`src/rtl/inst_pkg.sv`:
```
// inst_pkg: shared field positions, idle word and FSM state type
// for the kij-pass instruction sequencer.
package inst_pkg;

  localparam int INST_W = 34;

  localparam int B_ACC      = 33;
  localparam int B_CEN_P    = 32;
  localparam int B_WEN_P    = 31;
  localparam int B_AP_HI    = 30;
  localparam int B_AP_LO    = 20;
  localparam int B_CEN_X    = 19;
  localparam int B_WEN_X    = 18;
  localparam int B_AX_HI    = 17;
  localparam int B_AX_LO    = 7;
  localparam int B_OFIFO_RD = 6;
  localparam int B_IFIFO_WR = 5;
  localparam int B_IFIFO_RD = 4;
  localparam int B_L0_RD    = 3;
  localparam int B_L0_WR    = 2;
  localparam int B_EXEC     = 1;
  localparam int B_LOAD     = 0;

  localparam logic [INST_W-1:0] IDLE_INST = 34'h1_800C_0000;

  // Fields owned by drain_ctrl; the FSM word leaves them zero.
  localparam logic [INST_W-1:0] DRAIN_MASK = 34'h1_FFF0_0040;

  typedef enum logic [2:0] {
    S_IDLE,
    S_WL0,
    S_LOAD,
    S_GAP,
    S_EXEC,
    S_FLUSH,
    S_DONE
  } state_t;

endpackage

```
`src/rtl/drain_ctrl.sv`:
```
// drain_ctrl: OFIFO-to-psum drain fields (out_cnt, spacing, A_pmem).
// Ports: i_en/i_clr control, i_ofifo_valid, i_kij -> o_all, o_word.
module drain_ctrl
  import inst_pkg::*;
#(
  parameter int len_nij = 16,
  parameter int addr_bw = 11,
  parameter int p_base  = 0
) (
  input  logic              clk,
  input  logic              reset,
  input  logic              i_en,
  input  logic              i_clr,
  input  logic              i_ofifo_valid,
  input  logic [3:0]        i_kij,
  output logic              o_all,
  output logic [INST_W-1:0] o_word
);

  localparam int CW = $clog2(len_nij + 1);

  logic [CW-1:0]      r_cnt;
  logic               r_prev;
  logic               w_fire;
  logic [addr_bw-1:0] w_addr;

  // Never drain two cycles running: ofifo_valid needs a cycle
  // to reflect the row just popped.
  assign w_fire = i_en & i_ofifo_valid & ~r_prev
                & (r_cnt < CW'(len_nij));
  assign o_all  = (r_cnt == CW'(len_nij));

  // Wraps modulo 2^addr_bw by construction.
  assign w_addr = addr_bw'(p_base)
                + addr_bw'(i_kij) * addr_bw'(len_nij)
                + addr_bw'(r_cnt);

  always_ff @(posedge clk or negedge reset) begin
    if (!reset) begin
      r_cnt  <= '0;
      r_prev <= 1'b0;
    end else if (i_clr) begin
      r_cnt  <= '0;
      r_prev <= 1'b0;
    end else begin
      r_prev <= w_fire;
      if (w_fire) r_cnt <= r_cnt + CW'(1);
    end
  end

  // Pmem enables are active-low, so this block supplies the
  // idle ones itself and the top can simply OR the words.
  always_comb begin
    o_word            = '0;
    o_word[B_CEN_P]   = ~w_fire;
    o_word[B_WEN_P]   = ~w_fire;
    if (w_fire) begin
      o_word[B_AP_HI:B_AP_LO] = w_addr;
      o_word[B_OFIFO_RD]      = 1'b1;
    end
  end

endmodule

```
`src/rtl/inst_sequencer.sv`:
```
// inst_sequencer: generates core inst words for one kij pass.
// Ports: clk, reset(n), start, kij, ofifo_valid -> inst, busy, done, err.
module inst_sequencer
  import inst_pkg::*;
#(
  parameter int col     = 8,
  parameter int row     = 8,
  parameter int len_nij = 16,
  parameter int addr_bw = 11,
  parameter int w_base  = 1024,
  parameter int x_base  = 0,
  parameter int p_base  = 0,
  parameter int gap     = 10,
  parameter int timeout = 255
) (
  input  logic              clk,
  input  logic              reset,
  input  logic              start,
  input  logic [3:0]        kij,
  input  logic              ofifo_valid,
  output logic [INST_W-1:0] inst,
  output logic              busy,
  output logic              done,
  output logic              err
);

  localparam int TW = 16;

  state_t            r_state;
  state_t            w_nxt;
  logic [TW-1:0]     r_t;
  logic [3:0]        r_kij;
  logic              r_err;
  logic              w_start;
  logic              w_tmo;
  logic              w_all;
  logic              w_den;
  logic [INST_W-1:0] w_word;
  logic [INST_W-1:0] w_drain;

  assign w_start = (r_state == S_IDLE) & start;
  assign w_den   = (r_state == S_EXEC) | (r_state == S_FLUSH);
  assign err     = r_err;

  drain_ctrl #(
    .len_nij (len_nij),
    .addr_bw (addr_bw),
    .p_base  (p_base)
  ) u_drain (
    .clk           (clk),
    .reset         (reset),
    .i_en          (w_den),
    .i_clr         (w_start),
    .i_ofifo_valid (ofifo_valid),
    .i_kij         (r_kij),
    .o_all         (w_all),
    .o_word        (w_drain)
  );

  always_ff @(posedge clk or negedge reset) begin
    if (!reset) begin
      r_state <= S_IDLE;
      r_t     <= '0;
      r_kij   <= '0;
      r_err   <= 1'b0;
    end else begin
      r_state <= w_nxt;
      if (w_nxt != r_state || r_state == S_IDLE) r_t <= '0;
      else r_t <= r_t + TW'(1);
      if (w_start) begin
        r_kij <= kij;
        r_err <= 1'b0;
      end else if (w_tmo) begin
        r_err <= 1'b1;
      end
    end
  end

  always_comb begin
    w_nxt = r_state;
    w_tmo = 1'b0;
    unique case (r_state)
      S_IDLE:  if (start) w_nxt = S_WL0;
      S_WL0:   if (r_t == TW'(col)) w_nxt = S_LOAD;
      S_LOAD:  if (r_t == TW'(col + row - 1)) w_nxt = S_GAP;
      S_GAP:   if (r_t == TW'(gap - 1)) w_nxt = S_EXEC;
      S_EXEC:  if (r_t == TW'(len_nij + col)) w_nxt = S_FLUSH;
      S_FLUSH: begin
        if (w_all) begin
          w_nxt = S_DONE;
        end else if (r_t == TW'(timeout - 1)) begin
          w_nxt = S_DONE;
          w_tmo = 1'b1;
        end
      end
      S_DONE:  w_nxt = S_IDLE;
      default: w_nxt = S_IDLE;
    endcase
  end

  always_comb begin
    w_word = IDLE_INST & ~DRAIN_MASK;
    unique case (r_state)
      S_WL0: begin
        if (r_t < TW'(col)) begin
          w_word[B_CEN_X]         = 1'b0;
          w_word[B_AX_HI:B_AX_LO] = addr_bw'(w_base)
                                  + r_t[addr_bw-1:0];
        end
        if (r_t >= TW'(1)) w_word[B_L0_WR] = 1'b1;
      end
      S_LOAD: begin
        w_word[B_L0_RD] = 1'b1;
        w_word[B_LOAD]  = 1'b1;
      end
      S_EXEC: begin
        if (r_t < TW'(len_nij)) begin
          w_word[B_CEN_X]         = 1'b0;
          w_word[B_AX_HI:B_AX_LO] = addr_bw'(x_base)
                                  + r_t[addr_bw-1:0];
        end
        if (r_t >= TW'(1) && r_t <= TW'(len_nij))
          w_word[B_L0_WR] = 1'b1;
        if (r_t >= TW'(1)) begin
          w_word[B_L0_RD] = 1'b1;
          w_word[B_EXEC]  = 1'b1;
        end
      end
      default: ;
    endcase
  end

  always_ff @(posedge clk or negedge reset) begin
    if (!reset) begin
      inst <= IDLE_INST;
      busy <= 1'b0;
      done <= 1'b0;
    end else begin
      inst <= w_word | w_drain;
      busy <= (r_state != S_IDLE) && (r_state != S_DONE);
      done <= (r_state == S_DONE);
    end
  end

endmodule
```
`config.mk`:
```
export PLATFORM = sky130hd
export DESIGN_NAME = inst_sequencer
export DESIGN_NICKNAME = d
export VERILOG_FILES = /design/src/rtl/inst_pkg.sv /design/src/rtl/drain_ctrl.sv /design/src/rtl/inst_sequencer.sv
export SDC_FILE = /design/constraint.sdc
export NUM_CORES = 1
export LEC_CHECK = 0
export BUFFER_PORTS_ARGS = -buffer_cell sky130_fd_sc_hd__buf_2
export CORE_MARGIN = 2
export CORE_UTILIZATION = 55
export CTS_BUF_LIST = sky130_fd_sc_hd__clkbuf_8
export DETAILED_ROUTE_END_ITERATION = 7
export PLACE_DENSITY = 0.87
export SLEW_MARGIN = 20
export SYNTH_ARGS = -nofsm -noshare
export SYNTH_HDL_FRONTEND = slang
export SYNTH_SLANG_ARGS = --single-unit
```
`constraint.sdc`:
```
create_clock -name clk -period 3.8 [get_ports clk]
set_clock_uncertainty 0.2 [all_clocks]
set_input_delay 0.19 -clock clk [delete_from_list [all_inputs] [get_ports clk]]
set_output_delay 0.19 -clock clk [all_outputs]
set_load 0.05 [all_outputs]
```
==> results by group, run 1 <==
Global routing
  – Initial antenna violation count: 0
  – GRT Total Usage: 20.7%
  – Met1 Use GR: between 20% and 30%
  – Largest net degree at the start of global routing: 58
  – GRT met3 Usage: 6.50%
  – Overflow after GRT: 0
  – First-pass GRT wire length: 8.54 mm
  – GR peak layer: met2
  – Grt met2 use: 32.4%
  – Vias in the first global route: 1831

Worst setup path
  – Worst Setup Start Kind: flip-flop
  – Critical Path Max Stage Delay: roughly 0.59 ns
  – Cell Chain, Critical Path: or4_4 -> nor4_4 -> a31oi_1 -> a211oi_2 -> nor3b_1
  – WP data required: around 3.8 ns
  – Worst path arrival time: 2.48 ns
  – Worst R2R Start: r_t[11]$_DFF_PN0_
  – Worst path slowest cell: or4_4
  – Crit path to: r_t[1]$_DFF_PN0_
  – Crit path from: r_t[11]$_DFF_PN0_
  – Critical Setup Path Class: reg -> reg
  – Worst Setup End Kind: flip-flop
  – Worst reg2reg setup slack: 1.32 ns
  – Reg-to-reg critical path endpoint: r_t[1]$_DFF_PN0_
  – Reg2reg path depth: 5
  – Largest fanout on the critical path: 9

Logic synthesis
  – Seq/Total Area, Yosys: 54.8%
  – Post-synth EDFFs: 0
  – Synthesized area: 2700 µm²
  – Mapped Avg Cell Area: ~11 µm²
  – Mapped Cells: roughly 240
  – Top FF cell, synth: dfrtp_1
  – Netlist cell types: 54
  – Async set-reset flop share out of synthesis: 100%
  – YS warnings: 0
  – Register bit total from synthesis: between 50 and 60

Timing
  – Max Freq: 403 MHz
  – Minimum clock period: 2.48 ns
  – Final setup vio count: 0
  – Final Hold Viols: 0
  – Max-Slew Margin vs Limit: 53.3%
  – Slew Limit Fails: 0
  – Worst hold margin: 0.203 ns
  – Worst-margin pin slew: approximately 0.70 ns
  – Setup TNS: 0 ns
  – RSZ-0062 raised after global routing: no
  – Final period utilization: 65.3%

Die
  – Area of the core: 4720 µm²
  – Boundary Pins: between 40 and 50
  – Initial core utilization: roughly 57%
  – DIE AREA: ~5500 µm²
  – Die span in x: roughly 74 µm
  – Die Y: 74.0 µm
  – Row count: 25

Clock network
  – Post-CTS Setup Repair Bufs: 0
  – Clock buffer count from CTS: 9
  – Clk Latency, worst-skew pair: ~0.34 ns
  – Post-CTS Hold Fix Bufs: 7
  – CTS sink count: 59
  – Clk root buf: clkbuf_8
  – CTS clk-pin slew, worst paths: 0.07 ns
  – Post-CTS Resized: 0
  – H-tree Lvls: 3
  – CTS tree: done
  – Max clock buf depth: 2

Detailed routing
  – Via density: 5.21
  – Router iterations before antenna repair: 4
  – Remaining antenna violation count after routing: 0
  – Routed vias: 1900
  – Detailed Route WL: 5.07 mm
  – Initial drt markers: 144
  – Remaining DRCs: 0
  – Drt wl/cell: approximately 14 µm

Layout
  – Area growth syn-to-layout: 19.5%
  – Fillers: 364
  – Nets: 310
  – Sequential Area: 1480 µm²
  – Diode count: 0
  – Share of cells above drive strength 1: 25.8%
  – Multi-input logic area: 1120 µm²

Placement
  – HPWL after DPL: between 3 and 4 mm
  – Port Buffer Count: 38
  – GPL Wtd Cong: between 0.8 and 0.9

Power
  – Pleak: 1.57 nW
  – Worst VDD drop: ~0.00027 V
  – Total power: 1.59 mW
  – PD cells: slightly below 500 nW/µm²

Min path
  – Hold crit path type: in -> reg

Outcome
  – Outcome: finished, final reports clean

Flow run
  – Max Cap Viol: 0
## flip-flops by register name (all words and copies together) (netlist names)
name and count:
r_kij 4, done 1, inst 27, err 1, u_drain.r_cnt 5, busy 1, u_drain.r_prev 1, r_state 3
r_t 16
## worst max-delay path, delay by kind of cell (launching register included)
kind	cells	cell delay [ns]
AOI/OAI and AO/OA	2	0.58
DFF	1	0.40
and+or+nand+nor	3	1.17
## final cells by class
cell class | instances | share of cell area (%)
Sequential cell | 59 | 45.9
Multi-Input combinational cell | 168 | 34.7
Clock buffer | 12 | 5.12
Inverter | 8 | 0.932
Timing Repair Buffer | 47 | 8.54
Tap cell | 67 | 2.60
Clock inverter | 4 | 2.25
## placed cells by master, fill, tap and decap left out, types with 2 or more instances in the layout
master,netlist,final
a21oi_1,3,3
and2_1,6,6
and3_1,2,2
and3_2,2,2
and4_1,2,2
buf_2,1,38
buf_4,9,2
bufinv_16,0,2
clkbuf_8,0,12
conb_1,2,12
dfrtp_1,57,57
dfstp_2,2,2
dlygate4sd3_1,0,7
ha_1,9,9
inv_1,7,8
mux2_2,4,4
nand2_1,11,11
nand2b_1,3,3
nand3_1,15,15
nand4_1,5,5
nor2_1,32,32
nor3_1,8,8
nor3b_1,2,2
nor4b_1,3,2
o21ai_0,2,2
or4_4,2,2
xnor2_1,9,9
xor2_1,10,10
## synth_stat cells (2+ instances only)
cell type	number	area [µm²]
and4_1	2	17.5
mux2_2	4	45.0
a21oi_1	3	15.0
inv_1	7	26.3
nand2_1	11	41.3
and2_1	6	37.5
nor2_1	32	120
o21ai_0	2	10.0
dfrtp_1	57	1430
dfstp_2	2	52.6
xnor2_1	9	78.8
nor4b_1	3	26.3
nor3_1	8	40.0
and3_1	2	12.5
nand2b_1	3	18.8
and3_2	2	15.0
nand3_1	15	75.1
buf_6	2	22.5
buf_4	9	67.6
xor2_1	10	87.6
or4_4	2	22.5
nor3b_1	2	15.0
clkbuf_1	5	18.8
conb_1	2	7.51
ha_1	9	113
nand4_1	5	31.3
## layer usage
| layer | part of all wire (%) | up-vias |
|---|---|---|
| met5 | 0 | - |
| met4 | 1.1 | 0 |
| met3 | 4.3 | 5 |
| met2 | 51 | 50 |
| met1 | 44 | 935 |
| li1 | - | 910 |
## power by group
| group | internal (mW) | switching (mW) | leakage, nW |
|---|---|---|---|
| Clock | 0.422 | 0.245 | 0.124 |
| Combinational | 0.0607 | 0.147 | 0.721 |
| Sequential | 0.674 | 0.0386 | 0.727 |
## worst min path at each step
| stage | cells past startpoint | endpoint | from | slack [ns] |
|---|---|---|---|---|
| floorplan | 0 | busy$_DFF_PN0_ | reset | -0.31 |
| global placement | 1 | inst[12]$_DFF_PN0_ | reset | -0.22 |
| detailed placement | 1 | inst[15]$_DFF_PN0_ | reset | -0.21 |
| CTS | 4 | u_drain.r_cnt[1]$_DFFE_PN0P_ | start | 0.20 |
| global route | 4 | u_drain.r_cnt[1]$_DFFE_PN0P_ | start | 0.22 |
| finish | 4 | u_drain.r_cnt[1]$_DFFE_PN0P_ | start | 0.20 |
## cell families after synthesis
| group | count (synthesis) | share of synthesized area (%) |
|---|---|---|
| and+or+nand+nor | 107 | 22.6 |
| DFF | 59 | 54.8 |
| buffers and inverters | 25 | 5.34 |
| xor gates and xnor gates | 19 | 6.17 |
| AOI/OAI and AO/OA | 16 | 4.55 |
| adders and majority gates | 9 | 4.18 |
| muxes | 5 | 2.04 |
| other | 2 | 0.279 |
## stage by stage
step                area, µm²  setup slack (ns)  utilization, %  instances
floorplan                2730              1.55               -        252
global placement         2920              1.41            61.7        342
detailed placement       2920              1.31            61.7        342
CTS                      3220              1.31            68.2        365
global route             3220              1.14            68.2        365
finish                   3220              1.32            68.2        365
Power figures use the tool's default switching activity.
==> run 2, diff against run 1 <==
--- a/config.mk
+++ b/config.mk
@@ -5,6 +5,7 @@
 export SDC_FILE = /design/constraint.sdc
 export NUM_CORES = 1
 export LEC_CHECK = 0
+export ABC_AREA = 1
 export BUFFER_PORTS_ARGS = -buffer_cell sky130_fd_sc_hd__buf_2
 export CORE_MARGIN = 2
 export CORE_UTILIZATION = 55
==> constraint.sdc (replaced) <==
create_clock -name clk -period 2.5 [get_ports clk]
set_clock_uncertainty 0.2 [all_clocks]
set_input_delay 0.125 -clock clk [delete_from_list [all_inputs] [get_ports clk]]
set_output_delay 0.125 -clock clk [all_outputs]
set_load 0.05 [all_outputs]
==> results by group, run 2 <==
Detailed routing
  – Initial drt markers: 161 (was 144)
  – Remaining antenna violation count after routing: 0 (unchanged)
  – Detailed Route WL: 5.19 mm (was 5.07 mm)
  – Routed vias: 2077 (was 1900)
  – Via density: 4.80 (was 5.21)
  – Remaining DRCs: 0 (unchanged)
  – Router iterations before antenna repair: 4 (unchanged)
  – Drt wl/cell: 12.0 µm (was 13.9 µm)

Min path
  – Hold crit path type: in -> async (was in -> reg)

Clock network
  – Clock buffer count from CTS: 9 (unchanged)
  – H-tree Lvls: 3 (unchanged)
  – Clk Latency, worst-skew pair: 0.34 ns (about the same)
  – Post-CTS Resized: 0 (unchanged)
  – Clk root buf: clkbuf_8 (unchanged)
  – Max clock buf depth: 2 (unchanged)
  – CTS clk-pin slew, worst paths: 0.07 ns (about the same)
  – CTS tree: done (unchanged)
  – CTS sink count: 59 (unchanged)

Global routing
  – GRT Total Usage: 21.1% (was 20.7%)
  – Vias in the first global route: 1977 (was 1831)
  – Largest net degree at the start of global routing: 43 (was 58)
  – Overflow after GRT: 0 (unchanged)
  – Initial antenna violation count: 0 (unchanged)
  – First-pass GRT wire length: 8.80 mm (was 8.54 mm)

Timing
  – Worst-margin pin slew: 0.891 ns (was 0.700 ns)
  – Final Hold Viols: 0 (unchanged)
  – Final setup vio count: 0 (unchanged)
  – Max Freq: 447 MHz (was 403 MHz)
  – Setup TNS: 0 ns (unchanged)
  – Max-Slew Margin vs Limit: 40.6% (was 53.3%)
  – Slew Limit Fails: 0 (unchanged)
  – Minimum clock period: 2.24 ns (was 2.48 ns)
  – RSZ-0062 raised after global routing: no (unchanged)
  – Final period utilization: 89.5% (was 65.3%)

Die
  – Row count: 25 (unchanged)
  – Die span in x: 75.4 µm (was 74.0 µm)
  – Boundary Pins: 45 (unchanged)
  – Initial core utilization: 58.2% (was 57.1%)
  – Area of the core: 4820 µm² (was 4720 µm²)
  – DIE AREA: 5680 µm² (was 5480 µm²)
  – Die Y: 75.4 µm (was 74.0 µm)

Power
  – Worst VDD drop: 0.000410 V (was 0.000267 V)
  – Pleak: 1.73 nW (was 1.57 nW)
  – Total power: 2.49 mW (was 1.59 mW)
  – PD cells: 739 nW/µm² (was 492 nW/µm²)

Layout
  – Largest regs: inst (27), r_t (16), u_drain.r_cnt (5) (unchanged)
  – Most common cell after layout, fill and taps aside: dfrtp_1 (unchanged)
  – Max FFs per register: 27 (unchanged)
  – Area growth syn-to-layout: 20.0% (was 19.5%)
  – Diode count: 0 (unchanged)
  – Nets: 378 (was 310)
  – Share of cells above drive strength 1: 25.7% (was 25.8%)
  – Biggest register: inst (unchanged)
  – Most frequent cells in the layout: 57 x dfrtp_1, 49 x nand2_1, 46 x nor2_1 (was 57 x dfrtp_1, 38 x buf_2, 32 x nor2_1)

Worst setup path
  – Worst path arrival time: 2.30 ns (was 2.48 ns)
  – Worst R2R Start: r_t[0]$_DFF_PN0_ (was r_t[11]$_DFF_PN0_)
  – Worst Setup End Kind: flip-flop (unchanged)
  – Worst Setup Start Kind: flip-flop (unchanged)
  – Critical Setup Path Class: reg -> reg (unchanged)
  – Reg-to-reg critical path endpoint: r_t[4]$_DFF_PN0_ (was r_t[1]$_DFF_PN0_)
  – Reg2reg path depth: 12 (was 5)
  – Largest fanout on the critical path: 16 (was 9)
  – Worst reg2reg setup slack: 0.26 ns (was 1.32 ns)
  – WP data required: 2.56 ns (was 3.80 ns)

Placement
  – HPWL after DPL: 3.62 mm (was 3.27 mm)
  – Port Buffer Count: 38 (unchanged)
  – GPL Wtd Cong: 0.868 (was 0.850)

Logic synthesis
  – Largest cells by area after synthesis: dfrtp_1 51%, nand2_1 6.6%, nor2_1 6.2% (was dfrtp_1 53%, nor2_1 4.5%, ha_1 4.2%)
  – Top post-synthesis cells by count: 57 x dfrtp_1, 49 x nand2_1, 46 x nor2_1, 32 x inv_1, 18 x nand3_1 (was 57 x dfrtp_1, 32 x nor2_1, 15 x nand3_1, 11 x nand2_1, 10 x xor2_1)
  – Async set-reset flop share out of synthesis: 100% (unchanged)
  – Netlist cell types: 30 (was 54)
  – Yosys top cell area share: 50.9% (was 52.9%)
  – Top FF cell, synth: dfrtp_1 (unchanged)
  – Dominant cell by count in the synthesized netlist: dfrtp_1 (unchanged)
  – Seq/Total Area, Yosys: 52.8% (was 54.8%)
  – YS warnings: 0 (unchanged)
  – Post-synth EDFFs: 0 (unchanged)
  – Register bit total from synthesis: 59 (unchanged)
  – Yosys top cell by area: dfrtp_1 (unchanged)
  – Mapped Cells: 300 (was 242)
  – Synthesized area: 2800 µm² (was 2700 µm²)
  – Mapped Avg Cell Area: 9.34 µm² (was 11.1 µm²)

Flow run
  – Max Cap Viol: 0 (unchanged)

Outcome
  – Outcome: finished, final reports clean (unchanged)
[run 2: cell types whose count changed after synthesis, moves of 6 or more]
| cell | before | now |
|---|---|---|
| nand2_1 | 11 | 49 |
| nand2_2 | 0 | 7 |
| and2_1 | 6 | 0 |
| inv_1 | 7 | 32 |
| inv_2 | 1 | 7 |
| xnor2_1 | 9 | 2 |
| nor2_1 | 32 | 46 |
| nor2_4 | 0 | 11 |
[run 2: metal layers]
| metal | vias up | track usage (%) | share of wire, % |
|---|---|---|---|
| li1 | 1029 | - | - |
| met1 | 988 | 26.3 | 43 |
| met2 | 49 | 34.3 | 50 |
| met3 | 11 | 5.69 | 4.6 |
| met4 | 0 | 9.75 | 2.0 |
| met5 | - | 0 | 0 |
[run 2: logic make-up (layout without fill, tap and decap cells)]
group | count (synthesis) | after routing | synth area share, %
xor+xnor | 12 | 12 | 3.75
compound gates | 17 | 17 | 3.35
other cells | 2 | 12 | 0.268
buf+inv | 49 | 105 | 8.13
fa+ha+maj | 9 | 9 | 4.02
flops | 59 | 59 | 52.8
simple gates | 152 | 152 | 27.7
[run 2: stage by stage]
step | hold WS, ns | worst slack, ns | utilization, % | area, µm² | cells
floorplan | -0.371 | 0.591 | - | 2840 | 310
global placement | 0.0939 | 0.415 | 63.3 | 3050 | 407
detailed placement | 0.0991 | 0.342 | 63.3 | 3050 | 407
CTS | 0.274 | 0.264 | 69.8 | 3360 | 433
global route | 0.324 | 0.0617 | 69.8 | 3360 | 433
finish | 0.245 | 0.264 | 69.8 | 3360 | 433
[run 2: final cells by class]
class                           count  area (µm²)
Sequential cell                    59        1480
Clock buffer                        9         124
Fill cell                         383        1450
Inverter                           39         146
Clock inverter                      7        92.6
Multi-Input combinational cell    202        1130
Tap cell                           67        83.8
Timing Repair Buffer               50         305
[run 2: worst max path at each step]
stage,slack (ns),endpoint,from,cells past startpoint
2_1_floorplan,0.59,r_t[5]$_DFF_PN0_,r_t[0]$_DFF_PN0_,12
3_5_place_dp,0.34,r_t[15]$_DFF_PN0_,r_t[0]$_DFF_PN0_,12
4_1_cts,0.26,r_t[4]$_DFF_PN0_,r_t[0]$_DFF_PN0_,12
6_report,0.26,r_t[4]$_DFF_PN0_,r_t[0]$_DFF_PN0_,12
5_1_grt,0.06,r_t[4]$_DFF_PN0_,r_t[1]$_DFF_PN0_,12
3_3_place_gp,0.42,r_t[15]$_DFF_PN0_,u_drain.r_cnt[0]$_DFFE_PN0P_,12
[run 2: worst max-delay path, cell delays in order, from the launching register on]
cell and delay (ns):
dfrtp_1 0.43, inv_1 0.17, ha_1 0.19, nand3_1 0.12, inv_1 0.12, nand3_1 0.09, nand2_1 0.07, nand2_1 0.05
inv_1 0.08, nand2_2 0.06, nand2_2 0.07, nand3_4 0.30, nor2_1 0.20
[run 2: where the power goes]
part,switching [mW],internal (mW)
logic,0.331,0.103
clock network,0.389,0.558
registers,0.0607,1.04
[run 2: what timing repair did]
item | CTS | global route
hold buffers | 10 | 0
setup buffers | 0 | 0
endpoints found under the hold margin | 47 | 0
